**src/rtl/sig_bundle_xcvr.sv**
```systemverilog
// sig_bundle_xcvr: packs an upstream byte stream into six-byte request bundles
// for sub2 (strobe e, tag f, bytes g/h) and replays sub2's returned bundles
// (strobe i, tag j, bytes k/l) downstream as a byte stream, flagging tag errors.
module sig_bundle_xcvr #(
  parameter int MAX_OUT = 2
) (
  input  logic             i_clk,
  input  logic             i_rst,
  // upstream byte stream
  input  logic             i_byte_valid,
  input  logic [7:0]       i_byte_data,
  output logic             o_byte_ready,
  // request bundle towards sub2
  output logic             o_sig_e,
  output logic [1:0]       o_sig_f,
  output logic [0:2][7:0]  o_sig_g,
  output logic [7:0]       o_sig_h [3],
  // response bundle from sub2
  input  logic             i_sig_i,
  input  logic [1:0]       i_sig_j,
  input  logic [0:2][7:0]  i_sig_k,
  input  logic [7:0]       i_sig_l [3],
  // downstream byte stream
  output logic             o_rsp_valid,
  output logic [7:0]       o_rsp_data,
  input  logic             i_rsp_ready,
  // sticky protocol error
  output logic             o_tag_err
);

  // Counters hold 0..MAX_OUT (at most 4), so three bits always suffice.
  localparam logic [2:0] MAX_CNT = 3'(MAX_OUT);
  localparam int         PW      = (MAX_OUT > 1) ? $clog2(MAX_OUT) : 1;
  localparam logic [PW-1:0] PTR_LAST = PW'(MAX_OUT - 1);

  typedef enum logic {
    FILL = 1'b0,
    SEND = 1'b1
  } tx_state_e;

  // ---------------------------------------------------------------------------
  // TX side
  // ---------------------------------------------------------------------------
  tx_state_e  state_q, state_d;
  logic [2:0] idx_q;          // byte slot being filled, 0..5
  logic [1:0] slot;           // position of idx_q inside g (0..2) or h (0..2)
  logic       fill_hs;        // upstream byte accepted this cycle
  logic       send_ok;        // room for another outstanding bundle

  // ---------------------------------------------------------------------------
  // RX side
  // ---------------------------------------------------------------------------
  logic [2:0]    outstanding_q;  // bundles sent and not yet fully drained
  logic [2:0]    count_q;        // entries held in the response FIFO
  logic [2:0]    pending;        // bundles sent whose response is still due
  logic [PW-1:0] wr_ptr_q;
  logic [PW-1:0] rd_ptr_q;
  logic [2:0]    rd_idx_q;       // byte of the head entry being offered, 0..5
  logic [1:0]    exp_tag_q;      // tag the next accepted response should carry
  logic          push;
  logic          pop;
  logic          rsp_hs;
  logic [7:0]    mem [MAX_OUT][6];

  assign send_ok = (outstanding_q < MAX_CNT);
  assign slot    = (idx_q < 3'd3) ? idx_q[1:0] : 2'(idx_q - 3'd3);

  // TX next-state and handshake outputs.
  // NOTE: every signal written here gets a default first, so no path through
  // the case statement can leave one unassigned and infer a latch.
  always_comb begin
    state_d      = state_q;
    o_byte_ready = 1'b0;
    o_sig_e      = 1'b0;
    fill_hs      = 1'b0;
    case (state_q)
      FILL: begin
        // Held low while reset is asserted so every output reads 0 in reset.
        o_byte_ready = !i_rst;
        fill_hs      = i_byte_valid;
        if (fill_hs && idx_q == 3'd5) begin
          state_d = SEND;
        end
      end
      SEND: begin
        if (send_ok) begin
          o_sig_e = 1'b1;
          state_d = FILL;
        end
      end
      default: state_d = FILL;
    endcase
  end

  // TX state register.
  // NOTE: sequential state is only ever updated with non-blocking assignments
  // so every register samples the pre-edge values of its neighbours.
  always_ff @(posedge i_clk or posedge i_rst) begin
    if (i_rst) begin
      state_q <= FILL;
    end else begin
      state_q <= state_d;
    end
  end

  // TX datapath: fill the request slots, advance the byte index and the tag.
  always_ff @(posedge i_clk or posedge i_rst) begin
    if (i_rst) begin
      idx_q   <= '0;
      o_sig_f <= '0;
      o_sig_g <= '0;
      o_sig_h <= '{default: '0};
    end else begin
      if (fill_hs) begin
        if (idx_q < 3'd3) begin
          o_sig_g[slot] <= i_byte_data;
        end else begin
          o_sig_h[slot] <= i_byte_data;
        end
        idx_q <= (idx_q == 3'd5) ? 3'd0 : idx_q + 3'd1;
      end
      if (o_sig_e) begin
        o_sig_f <= o_sig_f + 2'd1;
        idx_q   <= '0;
      end
    end
  end

  // ---------------------------------------------------------------------------
  // RX capture and drain
  // ---------------------------------------------------------------------------
  assign pending     = outstanding_q - count_q;
  assign push        = i_sig_i && (pending != 3'd0);
  assign o_rsp_valid = (count_q != 3'd0);
  assign rsp_hs      = o_rsp_valid && i_rsp_ready;
  assign pop         = rsp_hs && (rd_idx_q == 3'd5);
  // Gated by valid so the unreset storage never reaches the output.
  assign o_rsp_data  = o_rsp_valid ? mem[rd_ptr_q][rd_idx_q] : 8'h00;

  // Response storage write port.
  // NOTE: the storage array has no reset; its contents are only observable
  // through entries counted by count_q, which is reset.
  always_ff @(posedge i_clk) begin
    if (push) begin
      mem[wr_ptr_q][0] <= i_sig_k[0];
      mem[wr_ptr_q][1] <= i_sig_k[1];
      mem[wr_ptr_q][2] <= i_sig_k[2];
      mem[wr_ptr_q][3] <= i_sig_l[0];
      mem[wr_ptr_q][4] <= i_sig_l[1];
      mem[wr_ptr_q][5] <= i_sig_l[2];
    end
  end

  // RX control: pointers, tag checking, sticky error and drain position.
  always_ff @(posedge i_clk or posedge i_rst) begin
    if (i_rst) begin
      wr_ptr_q  <= '0;
      rd_ptr_q  <= '0;
      rd_idx_q  <= '0;
      exp_tag_q <= '0;
      o_tag_err <= 1'b0;
    end else begin
      if (push) begin
        wr_ptr_q  <= (wr_ptr_q == PTR_LAST) ? '0 : wr_ptr_q + 1'b1;
        exp_tag_q <= exp_tag_q + 2'd1;
        if (i_sig_j != exp_tag_q) begin
          o_tag_err <= 1'b1;
        end
      end
      // A response with nothing pending is dropped and flagged.
      if (i_sig_i && pending == 3'd0) begin
        o_tag_err <= 1'b1;
      end
      if (rsp_hs) begin
        rd_idx_q <= pop ? 3'd0 : rd_idx_q + 3'd1;
      end
      if (pop) begin
        rd_ptr_q <= (rd_ptr_q == PTR_LAST) ? '0 : rd_ptr_q + 1'b1;
      end
    end
  end

  // Occupancy counters; simultaneous increment and decrement cancel out.
  always_ff @(posedge i_clk or posedge i_rst) begin
    if (i_rst) begin
      count_q       <= '0;
      outstanding_q <= '0;
    end else begin
      case ({push, pop})
        2'b10:   count_q <= count_q + 3'd1;
        2'b01:   count_q <= count_q - 3'd1;
        default: count_q <= count_q;
      endcase
      case ({o_sig_e, pop})
        2'b10:   outstanding_q <= outstanding_q + 3'd1;
        2'b01:   outstanding_q <= outstanding_q - 3'd1;
        default: outstanding_q <= outstanding_q;
      endcase
    end
  end

endmodule

```
**config.mk**
```make
export PLATFORM = sky130hd
export DESIGN_NAME = sig_bundle_xcvr
export DESIGN_NICKNAME = d
export VERILOG_FILES = /design/src/rtl/sig_bundle_xcvr.sv
export SDC_FILE = /design/constraint.sdc
export NUM_CORES = 1
export LEC_CHECK = 0
export CORE_ASPECT_RATIO = 0.8
export CORE_MARGIN = 2
export CORE_UTILIZATION = 47
export CTS_BUF_LIST = sky130_fd_sc_hd__clkbuf_2 sky130_fd_sc_hd__clkbuf_4 sky130_fd_sc_hd__clkbuf_8
export DETAILED_ROUTE_END_ITERATION = 16
export GPL_TIMING_DRIVEN = 0
export MAX_ROUTING_LAYER = met4
export PLACE_DENSITY = 0.73
export SYNTH_ARGS = -nofsm -noshare
export SYNTH_HDL_FRONTEND = slang
export SYNTH_SLANG_ARGS = --single-unit
export TNS_END_PERCENT = 1
```
**constraint.sdc**
```tcl
create_clock -name i_clk -period 3.7 [get_ports i_clk]
set_clock_uncertainty 0.1 [all_clocks]
set_input_delay 0.74 -clock i_clk [delete_from_list [all_inputs] [get_ports i_clk]]
set_output_delay 0.74 -clock i_clk [all_outputs]
set_load 0.01 [all_outputs]
```
== Yosys cells after proc, flatten, opt, wreduce, memory -nomap -nowiden ==
Memories as Yosys holds them, arrays and structs flattened.
Cells that the tools add are included.
Operators by class
  add/sub/neg operators: 12
  magnitude comparators: 5
  eq/ne operators: 7
  multiplexer cells: 29
  bitwise logic cells: 4
  reduce and logical (&&, ||, !) cells: 18
Operators with widths (number)
  $bwmux 24: 2
  $mux 8: 4
  $bmux 8 s3: 1
  $demux 8 s2: 1
  $mux 1: 13
  $add 3x1->3 const B: 4
  $mux 3: 4
  $pmux 3 s2: 2
  $reduce_bool 2->1: 5
  $eq 3x3->1 const B: 2
  $logic_and 1x1->1: 6
  $lt 3x2->1 const B: 2
  $reduce_and 2->1: 3
  $reduce_bool 3->1: 2
  $sub 3x1->3 const B: 2
  $add 2x1->2 const B: 2
  $eq 2x1->1 const B: 2
  $eq 2x2->1 const B: 2
  $ge 4x4->1 const B: 1
  $not 3->4: 1
  $ge 3x3->1 const B: 1
  $logic_not 3->1: 1
  $lt 3x1->1 const B: 1
  $not 2->3: 1
  8 further kinds: 10
Word-level totals
  register bits after elaboration: 68
  bits in writable memories: 96
  input bits: 63
  output and inout bits: 62
  word-level logic and storage cells: 92
  memories kept: 1
Memories
  mem: words 2, bits a word 48, read ports 1, clocked after Yosys merged registers in 0, write ports 1, RTL line 63  | logic [7:0] mem [MAX_OUT][6];

== Logic depth before layout (Yosys ltp) ==
Gate-level depths: netlist of run 1.
  word-level depth: 8
  depth in mapped cells: 11
  gate-level depth less buffers: 11

== Worst setup path before layout of run 1 ==
Ideal clock, no wire load.
  kind: reg-to-reg
  from: reg outstanding_q[0]
  to: mem mem[0][0] in the netlist's numbering (enable)
  setup time: 0.454 ns
  arrival: 3.171 ns
  data required time: 3.146 ns
  setup slack: -0.025 ns
  stages on the path, launching flop included: 7
  buffers on the path: 0
  period minus slack after synthesis: 3.725 ns
  cell sequence: dfrtp_1 > inv_1 > ha_1 > nor2b_1 > xnor2_1 > o21ai_1 > nor2_1
On the way
  word-level cells in the longest chain between the ends: 5
Ends and longest elaborated chain
  start, declared: RTL line 53  | logic [2:0] outstanding_q;
  start signal, assigned: RTL line 195  | 2'b10: outstanding_q <= outstanding_q + 3'd1;
  start signal, assigned: RTL line 196  | 2'b01: outstanding_q <= outstanding_q - 3'd1;
  start signal, assigned: RTL line 197  | default: outstanding_q <= outstanding_q;
  $sub 3x3->3: RTL line 132  | assign pending = outstanding_q - count_q;
  $reduce_bool 3->1: RTL line 133  | assign push = i_sig_i && (pending != 3'd0);
  $logic_and 1x1->1: RTL line 133
  $mux 1: RTL line 144  | if (push) begin
  $mux 1 (not written as such): RTL line 150  | mem[wr_ptr_q][5] <= i_sig_l[2];
  end, declared: RTL line 63
Every way passes these cells.

== Worst setup path after layout of run 1 ==
  from: reg count_q[0]
  to: out o_rsp_data[1]
On the way
  word-level cells in the longest chain between the ends: 2
Ends and longest elaborated chain
  start, declared: RTL line 54  | logic [2:0] count_q;
  start signal, assigned: RTL line 190  | 2'b10: count_q <= count_q + 3'd1;
  start signal, assigned: RTL line 191  | 2'b01: count_q <= count_q - 3'd1;
  start signal, assigned: RTL line 192  | default: count_q <= count_q;
  $reduce_bool 3->1: RTL line 134  | assign o_rsp_valid = (count_q != 3'd0);
  $mux 8: RTL line 138  | assign o_rsp_data = o_rsp_valid ? mem[rd_ptr_q][rd_idx_q] : 8'h00;
  end, declared: RTL line 25  | output logic [7:0] o_rsp_data,
Every way passes these cells.

==> metrics.yaml, run 1 <==
status: "complete, no violations"
ctsHtreeMaxLevel: 4
postLayoutCellArea_um2: 8460
ff_latch_area_um2: 4580
antennaDiodeCount: 0
critPathLaunchType: "register"
multi_input_area_um2: 1890
powerDensity_nw_per_um2: 849
ant_nets: 0
drt_pass1_iterations: 6
worst-setup-path-type: "register to output port"
routed_via_density: 5.14
holdCritPathClass: "register to register"
grt_pass1_wl_mm: 20.3
placed_area_um2: 8110
cts.sinks: 164
rsz0062_at_grt: "no"
setup-violations-final: 0
dpl.hpwl_mm: 9.23
drtIter0Drc: 258
drc_errors: 0
power_mw: 7.18
drive_gt1_frac: 0.237
final_max_slew_viol_count: 0
grt_pass1_vias: 3772
ys_seq_area_frac: 0.698
cts_tree: "built"
overflow: 0
maxSlewHeadroom: 0.524
ys.flop_type: "edfxtp_1"
finalCritPeriodShare: 0.938
clock_path_buffers: 2
cts_root_buf: "clkbuf_8"
synth_edf_count: 96
yosysWarnings: 0
area_growth_pct: 28.9
cp.required_ps: 2860
min_path_cells: 1
synth_seq_cells: 164
fill_cells: 1021
cts_buffers: 17
place_congestion: 0.847
hold_buffers: 0
r2r-end: "count_q[2]"
ir_drop_mv: 0.474
placed_cells_incl_taps: 684
async_reset_ff_frac: 0.415
p_leak_nw: 3.19
rows: 38
synth_cells: 377
vias: 3681
fp.dieH_um: 110
timing.fmax_ghz: 0.288
grt_usage: 0.193
holdPathEnd: "o_sig_f[1]"
clock_latency_ps: 460
final.min_clock_period_ps: 3470
core_um2: 13600
cp_max_fo: 8
worst_pin_slew_ps: 710
start_util: 0.483
reg2reg_slack_ps: 840
hold_viol_final: 0
avgSynthCellArea_um2: 17.4
port_buffers: 124
pin_count: 125
setup_tns_ps: 0
grt_max_degree: 45
synth_fp_nets: 450
fin_cells: 716
timing.rr.start: "outstanding_q[0]"
min_from: "o_sig_f[1]"
post_drt_wl_per_cell_um: 18.6
endpoint_kind: "output port"
cp.arrival_ps: 2630
synthesis.area_um2: 6570
routed_wl_mm: 13.3
worst-r2r-cell-count: 11
max-cap-violations: 0
antenna_found_initial: 0
die_width_um: 136
nets: 596
die_area_um2: 14900
yosysUniqueCellTypes: 37
path_clk_slew_ps: 80
==> power by group <==
part	internal, mW	total (mW)	switching [mW]
logic	1.63	3.01	1.37
clock network	0.531	1.18	0.651
registers	2.69	2.99	0.301
total	4.86	7.18	2.33
==> per-layer routing <==
metal | wire [um] | vias to the layer above | share of wire | GRT usage
met2 | 6630 | 89 | 0.50 | 0.295
met1 | 5920 | 1869 | 0.44 | 0.255
met5 | 0 | - | 0 | -
li1 | - | 1711 | - | -
met4 | 184 | 0 | 0.014 | 0.0714
met3 | 578 | 12 | 0.043 | 0.0470
==> critical path: stages (launching register included) <==
cell and delay, ps:
dfrtp_1 420, or3_1 130, clkbuf_1 260, and3_1 200, clkbuf_1 330, nand2_1 110, o31ai_1 120, clkdlybuf4s50_1 610
==> cells by family (layout without fill, tap and decap cells) <==
group	Yosys count	in the layout	synth area share
DFF	164	164	0.698
muxes	82	82	0.174
and+or+nand+nor	54	54	0.0404
AOI/OAI and AO/OA	28	28	0.0278
buffers and inverters	23	182	0.0171
xor gates and xnor gates	16	16	0.0213
adders and majority gates	10	10	0.0213
==> cells in the final DEF, fill, tap and decap left out, types with 3 or more instances in the layout <==
| cell type | synthesis | routed |
|---|---|---|
| buf_12 | 0 | 3 |
| buf_2 | 6 | 6 |
| clkbuf_1 | 5 | 4 |
| clkbuf_8 | 0 | 17 |
| clkdlybuf4s50_1 | 0 | 124 |
| clkinv_1 | 0 | 4 |
| clkinvlp_4 | 0 | 4 |
| dfrtp_1 | 68 | 68 |
| edfxtp_1 | 96 | 96 |
| ha_1 | 8 | 8 |
| inv_1 | 9 | 8 |
| inv_6 | 0 | 3 |
| mux2_2 | 55 | 55 |
| mux2_4 | 8 | 8 |
| mux4_2 | 17 | 17 |
| nand2_1 | 20 | 20 |
| nand3_1 | 3 | 3 |
| nor2_1 | 18 | 16 |
| o21ai_0 | 5 | 5 |
| o22ai_1 | 8 | 8 |
| o31ai_1 | 7 | 7 |
| xnor2_1 | 11 | 11 |
| xor2_1 | 5 | 5 |
==> worst max path at each step <==
stage,startpoint,endpoint,slack (ps),depth (start not counted)
after global placement,i_sig_i,mem[0][42],-1420,3
after CTS,rd_idx_q[0],o_rsp_data[6],50,5
after detailed placement,rd_idx_q[0],o_rsp_data[6],540,5
after floorplan,outstanding_q[0],mem[0][0],-20,6
final,count_q[0],o_rsp_data[1],230,7
after global routing,count_q[0],o_rsp_data[1],80,7
==> cell type report <==
cell class / count / share of cell area
Clock inverter: 14 / 0.0132
Multi-Input combinational cell: 190 / 0.223
Buffer: 14 / 0.00946
Inverter: 9 / 0.00399
Sequential cell: 164 / 0.542
Tap cell: 180 / 0.0266
Clock buffer: 18 / 0.0285
Timing Repair Buffer: 127 / 0.154
==> metrics by stage <==
stage	setup slack [ps]	utilization	hold WS, ps
after floorplan	-24.5	-	367
after CTS	49.2	0.622	378
after detailed placement	545	0.596	364
final	229	0.622	369
after global placement	-1420	0.591	336
after global routing	78.5	0.622	389
==> synthesized netlist by cell type, types with 3 or more instances <==
library cell | n | share of area
ha_1 | 8 | 0.015
nand2_1 | 20 | 0.011
mux4_2 | 17 | 0.058
dfrtp_1 | 68 | 0.26
clkbuf_1 | 5 | 0.0029
nand3_1 | 3 | 0.0023
buf_2 | 6 | 0.0046
o31ai_1 | 7 | 0.0080
xor2_1 | 5 | 0.0067
nor2_1 | 18 | 0.010
xnor2_1 | 11 | 0.015
inv_1 | 9 | 0.0051
o21ai_0 | 5 | 0.0038
mux2_4 | 8 | 0.018
mux2_2 | 55 | 0.094
edfxtp_1 | 96 | 0.44
o22ai_1 | 8 | 0.0076
==> repair_timing <==
item / CTS / global route
buffers inserted: 0 / 0
resized for setup: 0 / 2
setup endpoints to repair: 0 / 4
==> sequential cells by signal (all words and copies together), names as in the netlist, 2 cells and up <==
name,count
outstanding_q,3
idx_q,3
mem,96
o_sig_g,24
o_sig_h,24
rd_idx_q,3
o_sig_f,2
count_q,3
exp_tag_q,2
Note: power is estimated with default switching activity, not from simulation.
==> inputs of run 2 (changes only) <==
- CAP_MARGIN: unset -> 20
- CTS_CLUSTER_SIZE: unset -> 24
- RECOVER_POWER: unset -> 50
==> run 2 against run 1 <==
Setup slack improved by 8.9 ps. Utilization fell by 0.40 points. Routed wire length fell by 0.59%. Critical path depth did not move. Sequential power barely moved. Cell area fell by 0.65%. First-iteration DRC count fell by 17%. Worst hold slack barely moved.
==> metrics.yaml, run 2 (synthesis gave the netlist of run 1 again) <==
final_common_cell: "edfxtp_1"
hold_viol_final: 0  # unchanged
port_buffers: 124  # unchanged
wl_met3_um: 639  # +11%
die_area_um2: 14900  # unchanged
overflow: 0  # unchanged
endpoint_kind: "output port"
placed_cells_incl_taps: 684  # unchanged
status: "complete, no violations"
area_growth_pct: 28.0
dp_slack_ps: 545  # unchanged
vias: 3688  # +0.19%
routed_wl_mm: 13.2  # -0.59%
fp.dieH_um: 110  # unchanged
maxSlewHeadroom: 0.243  # -0.280
setup-violations-final: 0  # unchanged
core_um2: 13600  # unchanged
nets: 596  # unchanged
min_from: "o_sig_f[1]"
grt_usage: 0.193  # unchanged
grt_pass1_wl_mm: 20.3  # unchanged
largest_reg_flops: 96  # unchanged
cts_root_buf: "clkbuf_8"
ir_drop_mv: 0.470  # -0.83%
setup_ws_ps: 238  # +8.88 ps
timing.rr.start: "outstanding_q[0]"
ctsHtreeMaxLevel: 4  # unchanged
powerDensity_nw_per_um2: 846  # -0.34%
worstSetupStartpoint: "count_q[0]"
clock_path_buffers: 2  # unchanged
timing.fmax_ghz: 0.289  # +0.26%
die_width_um: 136  # unchanged
drive_gt1_frac: 0.216  # -0.0205
hold_buffers: 0  # unchanged
wl_met2_mm: 6.60  # -0.42%
rsz0062_at_grt: "no"
rows: 38  # unchanged
routed_via_density: 5.15  # +0.19%
worst_pin_slew_ps: 1120  # +413 ps
clock_latency_ps: 460  # about the same
max-cap-violations: 0  # unchanged
cp_max_fo: 8  # unchanged
finalCritPeriodShare: 0.936  # -0.00240
grt_max_degree: 45  # unchanged
antennaDiodeCount: 0  # unchanged
final_max_slew_viol_count: 0  # unchanged
final.min_clock_period_ps: 3460  # -8.88 ps
grt_pass1_vias: 3772  # unchanged
pin_count: 125  # unchanged
top_register: "mem"
layout_common_cells: "edfxtp_1, clkdlybuf4s50_1, dfrtp_1"
setup_tns_ps: 0  # unchanged
reg.largest.list: "mem (96), o_sig_g (24), o_sig_h (24)"
drc_errors: 0  # unchanged
wl_met1_mm: 5.81  # -1.8%
cp.required_ps: 2860  # about the same
cp.arrival_ps: 2620  # about the same
fill_cells: 1039  # +1.8%
post_drt_wl_per_cell_um: 18.5  # -0.59%
antenna_found_initial: 0  # unchanged
path_clk_slew_ps: 80  # about the same
holdCritPathClass: "register to register"
place_congestion: 0.847  # unchanged
ant_nets: 0  # unchanged
highest_layer: "met4"
p_leak_nw: 3.15  # -1.2%
drt_pass1_iterations: 6  # unchanged
critPathLaunchType: "register"
cts_buffers: 17  # unchanged
cts.sinks: 164  # unchanged
start_util: 0.483  # unchanged
cts_tree: "built"
fin_cells: 716  # unchanged
worst-setup-path-type: "register to output port"
whs_ps: 369  # -0.141 ps
drtIter0Drc: 215  # -17%
dpl.hpwl_mm: 9.23  # unchanged
[run 2: cell count changes in the layout (fill, tap and decap cells not counted), moves of 2 or more]
cell,previous run,this run
mux2_1,0,7
mux2_4,8,1
clkbuf_1,4,6
dlygate4sd3_1,0,50
clkdlybuf4s50_1,124,74
[run 2: per-layer routing]
metal | vias up | GRT usage
met5 | - | -
met4 | 0 | 0.0714
met3 | 13 | 0.0470
met2 | 90 | 0.295
met1 | 1877 | 0.255
li1 | 1708 | -
[run 2: report_power, final]
group / internal (mW) / switching (mW)
clock: 0.531 / 0.648
combinational: 1.58 / 1.36
sequential: 2.69 / 0.296
total: 4.80 / 2.31
[run 2: worst paths after layout]
check	end	cells past startpoint	slack (ps)
worst max register to register	count_q[2]	11	510
worst min register to register	o_sig_f[1]	1	370
worst min-delay path	o_sig_f[1]	1	370
min in group asynchronous	o_sig_f[1]	2	850
worst max-delay path	o_rsp_data[3]	7	240
max in group asynchronous	o_sig_h[21]	3	1060
[run 2: final cells by class]
cell class	count	area, um2	area share
tap	180	225	0.0268
multi-input combinational	190	1850	0.221
sequential	164	4580	0.545
buffer	14	71.3	0.00848
timing repair buffer	127	1290	0.153
clock buffer	18	241	0.0287
inverter	9	33.8	0.00402
clock inverter	14	111	0.0132
[run 2: repair_timing]
action,in CTS,in global routing
resized for setup,0,2
endpoints found under the setup margin,0,4
buffers inserted,0,0
[run 2: worst max-delay path: stages (launching register included)]
cell and delay [ps]:
dfrtp_1 420, or3_1 130, clkbuf_1 260, and3_1 200
clkbuf_1 320, nand2_1 130, o31ai_1 110, clkdlybuf4s50_1 600
[run 2: through the flow]
| stage | total power, mW | utilization | instance area (um2) |
|---|---|---|---|
| 6_report | 7.11 | 0.618 | 8410 |
| 4_1_cts | 7.26 | 0.622 | 8460 |
| 3_3_place_gp | 5.95 | 0.591 | 8030 |
| 2_1_floorplan | 4.71 | - | 6570 |
| 3_5_place_dp | 6.07 | 0.596 | 8110 |
| 5_1_grt | 7.52 | 0.618 | 8410 |
==> patch 1: new RTL, settings of run 2 <==
Put one more register stage on the output `o_tag_err`, cleared by the reset. The value now appears one clock later. The other outputs are not delayed to match.
--- a/src/rtl/sig_bundle_xcvr.sv
+++ b/src/rtl/sig_bundle_xcvr.sv
@@ -39,4 +39,6 @@
   } tx_state_e;
 
+  logic o_tag_err_s0;
+
   // ---------------------------------------------------------------------------
   // TX side
@@ -159,5 +161,5 @@
       rd_idx_q  <= '0;
       exp_tag_q <= '0;
-      o_tag_err <= 1'b0;
+      o_tag_err_s0 <= 1'b0;
     end else begin
       if (push) begin
@@ -165,10 +167,10 @@
         exp_tag_q <= exp_tag_q + 2'd1;
         if (i_sig_j != exp_tag_q) begin
-          o_tag_err <= 1'b1;
+          o_tag_err_s0 <= 1'b1;
         end
       end
       // A response with nothing pending is dropped and flagged.
       if (i_sig_i && pending == 3'd0) begin
-        o_tag_err <= 1'b1;
+        o_tag_err_s0 <= 1'b1;
       end
       if (rsp_hs) begin
@@ -200,4 +202,12 @@
   end
 
+  always_ff @(posedge i_clk or posedge i_rst) begin
+    if (i_rst) begin
+      o_tag_err <= '0;
+    end else begin
+      o_tag_err <= o_tag_err_s0;
+    end
+  end
+
 endmodule
 
Check against the original RTL: not equivalent (a bounded check fails within 4 cycles, from zero or initial values and one cycle with i_rst high).
==> patch 1 against run 2 <==
Non-clock buffer count is 1 lower. Cell area is 0.83% higher. Final cell count is 0.14% higher. Area after synthesis is 0.38% higher. Combinational power hardly changed. Largest power group unchanged. Wire length is 1.4% higher. Synthesized cell count is 0.27% higher. Sequential cell count is 1 higher. Worst setup slack better by 0.016 ns. Utilization is 0.30 points higher. Total power is 2.0% higher.
==> patch 1: results <==
[logic_synthesis]
synthTopCellsByCount = edfxtp_1, dfrtp_1, mux2_2, nand2_1, nor2_1
synth_seq_area_share_pct = 69.9
async_flop_share_pct = 41.8

[cells_and_area]
bufAreaShareNonClock_pct = 16.0
layout.cells.non_filler = 717
n_all_buffers = 140
multi_input_area_share_pct = 21.9
antenna_cells = 1
nFlopsAndLatches = 165
clkCellAreaFrac_pct = 4.71
sh_seq_area_pct = 54.4
drive_gt1_share_pct = 22.2

[global_route]
grt_max_degree = 70
grt_pass1_vias = 4016
globalRouteMet2Util_pct = 30.5
grt_use_met3_pct = 4.89
track_usage_pct = 20.1

[detailed_routing]
wl_met3_microns = 568
wl_met1_microns = 5920
via_per_inst = 5.18
drt_wl_total_microns = 13400
dr_wl_met2_microns = 6750
drt_iter0_drc = 243

[pwr]
p_clk_w = 0.00129
peakVddDrop_uv = 441
power.switching_w = 0.00230

[worst_setup_path]
r2r_setup_slack_ns = 0.55
critPathArrivalTime_ns = 2.61

[min_path]
hold_depth = 0

[timing]
timing.hold.ws_ns = 0.292

[placement]
dpl_cell_area_sq_um = 8120

[clock_tree]
clkLatencyLatePin_ns = 0.44

[run_status]
outcome = completed
patch 1: cell count changes after synthesis:
cell / delta
dfrtp_1: +1
patch 1: how the worst max path moves through the flow:
| stage | end | slack, ns | cells after the start |
|---|---|---|---|
| 2_1_floorplan | mem[0][0] | -0.02 | 6 |
| 3_3_place_gp | mem[0][46] | -1.41 | 3 |
| 3_5_place_dp | o_rsp_data[6] | 0.58 | 5 |
| 4_1_cts | o_rsp_data[6] | 0.1 | 5 |
| 5_1_grt | o_rsp_data[3] | 0.009 | 7 |
| 6_report | o_rsp_data[1] | 0.25 | 7 |
patch 1: kinds of logic (layout without fill, tap and decap cells):
logic type | Yosys count | after routing | share of synthesized area, %
flops | 165 | 165 | 69.9
mux | 82 | 82 | 17.3
simple gates | 54 | 54 | 4.02
compound gates | 28 | 28 | 2.77
buf+inv | 23 | 181 | 1.71
xor+xnor | 16 | 16 | 2.13
fa+ha+maj | 10 | 10 | 2.13
other cells | 0 | 1 | 0
==> patch 2: new RTL, flow settings as in run 2 <==
Without the edit above. The parameter `MAX_OUT` goes from 2 to 1.
--- a/src/rtl/sig_bundle_xcvr.sv
+++ b/src/rtl/sig_bundle_xcvr.sv
@@ -3,5 +3,5 @@
 // (strobe i, tag j, bytes k/l) downstream as a byte stream, flagging tag errors.
 module sig_bundle_xcvr #(
-  parameter int MAX_OUT = 2
+  parameter int MAX_OUT = 1
 ) (
   input  logic             i_clk,
Function: no difference found for any inputs over 10 cycles, from zero or initial values and one cycle with i_rst high; that may be too few to reach the edited logic, so the function may still have changed.
==> patch 2 against run 2 <==
Critical path depth decreased by 1. Clock power fell by 4%. Cell area down 23%. Total power decreased by 21%. Wire length fell by 25%. Sequential cell count fell by 50. Area after synthesis is 29% lower. Worst setup slack better by 0.040 ns. Critical path type unchanged. Combinational power shrank 21%. Largest power group is now combinational logic. Count of clock-buffer cells in the layout rose by 3. First-iteration DRC count shrank 54%.
==> patch 2: results <==
[placement]
dp_cells = 552
post-dp-hpwl_microns = 6960
port_buffers = 124
globalplace.congestion = 0.734

[global_route]
grt_pass1_wl_microns = 16000
globalRouteMet2Util_pct = 32.5
antenna_found_initial = 0
track_usage_pct = 20.8
grt_use_met3_pct = 6.42
globalRouteMet1Util_pct = 26.4
grt_max_degree = 49
grt_pass1_vias = 3045

[detailed_routing]
drt_wl_total_microns = 9980
drt_iter0_drc = 98
dr.pass1.iters = 4
via_per_inst = 4.92

[logic_synthesis]
synth_enable_flop_cells = 48
synthTopCellsByArea = dfrtp_1, edfxtp_1, mux2_2
synthCells = 290
async_flop_share_pct = 57.9
synthTopCellsByCount = dfrtp_1, edfxtp_1, mux2_2, nor2_1, inv_1
syn-num-nets = 364
synth_cell_types = 33
synth_seq_area_share_pct = 65.9

[run_status]
outcome = completed

[worst_setup_path]
ff2ff_path_depth = 10
critPathArrivalTime_ns = 2.58
reg2reg_to = count_q[2]
r2r_setup_slack_ns = 0.81
worst-path-max-fanout = 10
rr_startpoint = count_q[0]

[timing]
worst_pin_slew_ns = 1.08

[min_path]
hold_depth = 1
hold_class = reg2reg
holdPathEnd = o_tag_err
holdCritStartpoint = o_tag_err

[clock_tree]
numCtsBuffers = 17
clkLatencyLatePin_ns = 0.42
post_cts_buffers = 0
cts_root_buf = clkbuf_8
htreeDepth = 4
ctsLongestPathBuffers = 2
cts_resized = 0

[pwr]
leakagePower_nw = 2.63
peakVddDrop_uv = 423

[cells_and_area]
drive_gt1_share_pct = 23.7
finalNetCount = 509
layout.cells.non_filler = 584
largestRegisters = mem (48), o_sig_g (24), o_sig_h (24)
## patch 2: cell types whose count changed after synthesis, moves of 3 or more
| cell | delta |
|---|---|
| o31ai_1 | -7 |
| nand2_1 | -10 |
| edfxtp_1 | -48 |
| mux4_2 | -9 |
| buf_2 | -3 |
| clkbuf_1 | -4 |
| a22oi_1 | +8 |
| o22ai_1 | -8 |
| mux2_2 | -7 |
## patch 2: layout make-up
class | instances | area, sq um
inverters | 12 | 45.0
multi-input cells | 158 | 1500
fillers | 743 | 3210
repair buffers | 126 | 1270
clock inverters | 11 | 110
clock buffers | 21 | 277
plain buffers | 6 | 26.3
flip-flops and latches | 114 | 3090
well taps | 136 | 170
## patch 2: report_power, final
| part | internal [W] | total [W] | switching, W |
|---|---|---|---|
| clock network | 0.000642 | 0.00113 | 0.000493 |
| logic | 0.00132 | 0.00232 | 0.000998 |
| registers | 0.00187 | 0.00214 | 0.000270 |
## patch 2: per-layer routing
layer | up-vias | wire [microns]
met3 | 5 | 361
met4 | 0 | 72
met5 | - | 0
met1 | 1462 | 4440
li1 | 1345 | -
met2 | 59 | 5100
## patch 2: per-stage QoR
| step | util [%] | hold WS, ns | cell area, sq um | worst slack (ns) |
|---|---|---|---|---|
| after global routing | 66.9 | 0.386 | 6480 | 0.0788 |
| after global placement | 63.0 | 0.341 | 6100 | 0.0373 |
| after floorplan | - | 0.367 | 4690 | 1.09 |
| after CTS | 67.4 | 0.370 | 6530 | 0.211 |
| after detailed placement | 63.4 | 0.354 | 6140 | 0.676 |
| final | 66.9 | 0.362 | 6480 | 0.278 |
## patch 2: how the worst max path moves through the flow
stage	startpoint	to	slack, ns	cells after the start
global placement	i_rst	o_sig_h[6]	0.04	2
global route	rd_idx_q[0]	o_rsp_data[6]	0.08	6
finish	rd_idx_q[0]	o_rsp_data[2]	0.28	6
detailed placement	rd_idx_q[0]	o_rsp_data[2]	0.68	6
floorplan	outstanding_q[0]	mem[0][0]	1.09	6
CTS	rd_idx_q[0]	o_rsp_data[2]	0.21	6
## patch 2: kinds of logic after synthesis
group,count (synthesis),share of synthesized area [%]
xor gates and xnor gates,14,2.61
AOI/OAI and AO/OA,23,3.17
buffers and inverters,18,1.84
DFF,114,65.9
adders and majority gates,11,3.09
and+or+nand+nor,44,4.99
muxes,66,18.4
## patch 2: critical path, stage by stage (launching register included)
cell             delay [ns]
dfrtp_1                0.37
buf_2                  0.33
buf_2                  0.34
mux2_2                 0.37
a22oi_1                0.15
nor2_1                 0.06
clkdlybuf4s50_1        0.54
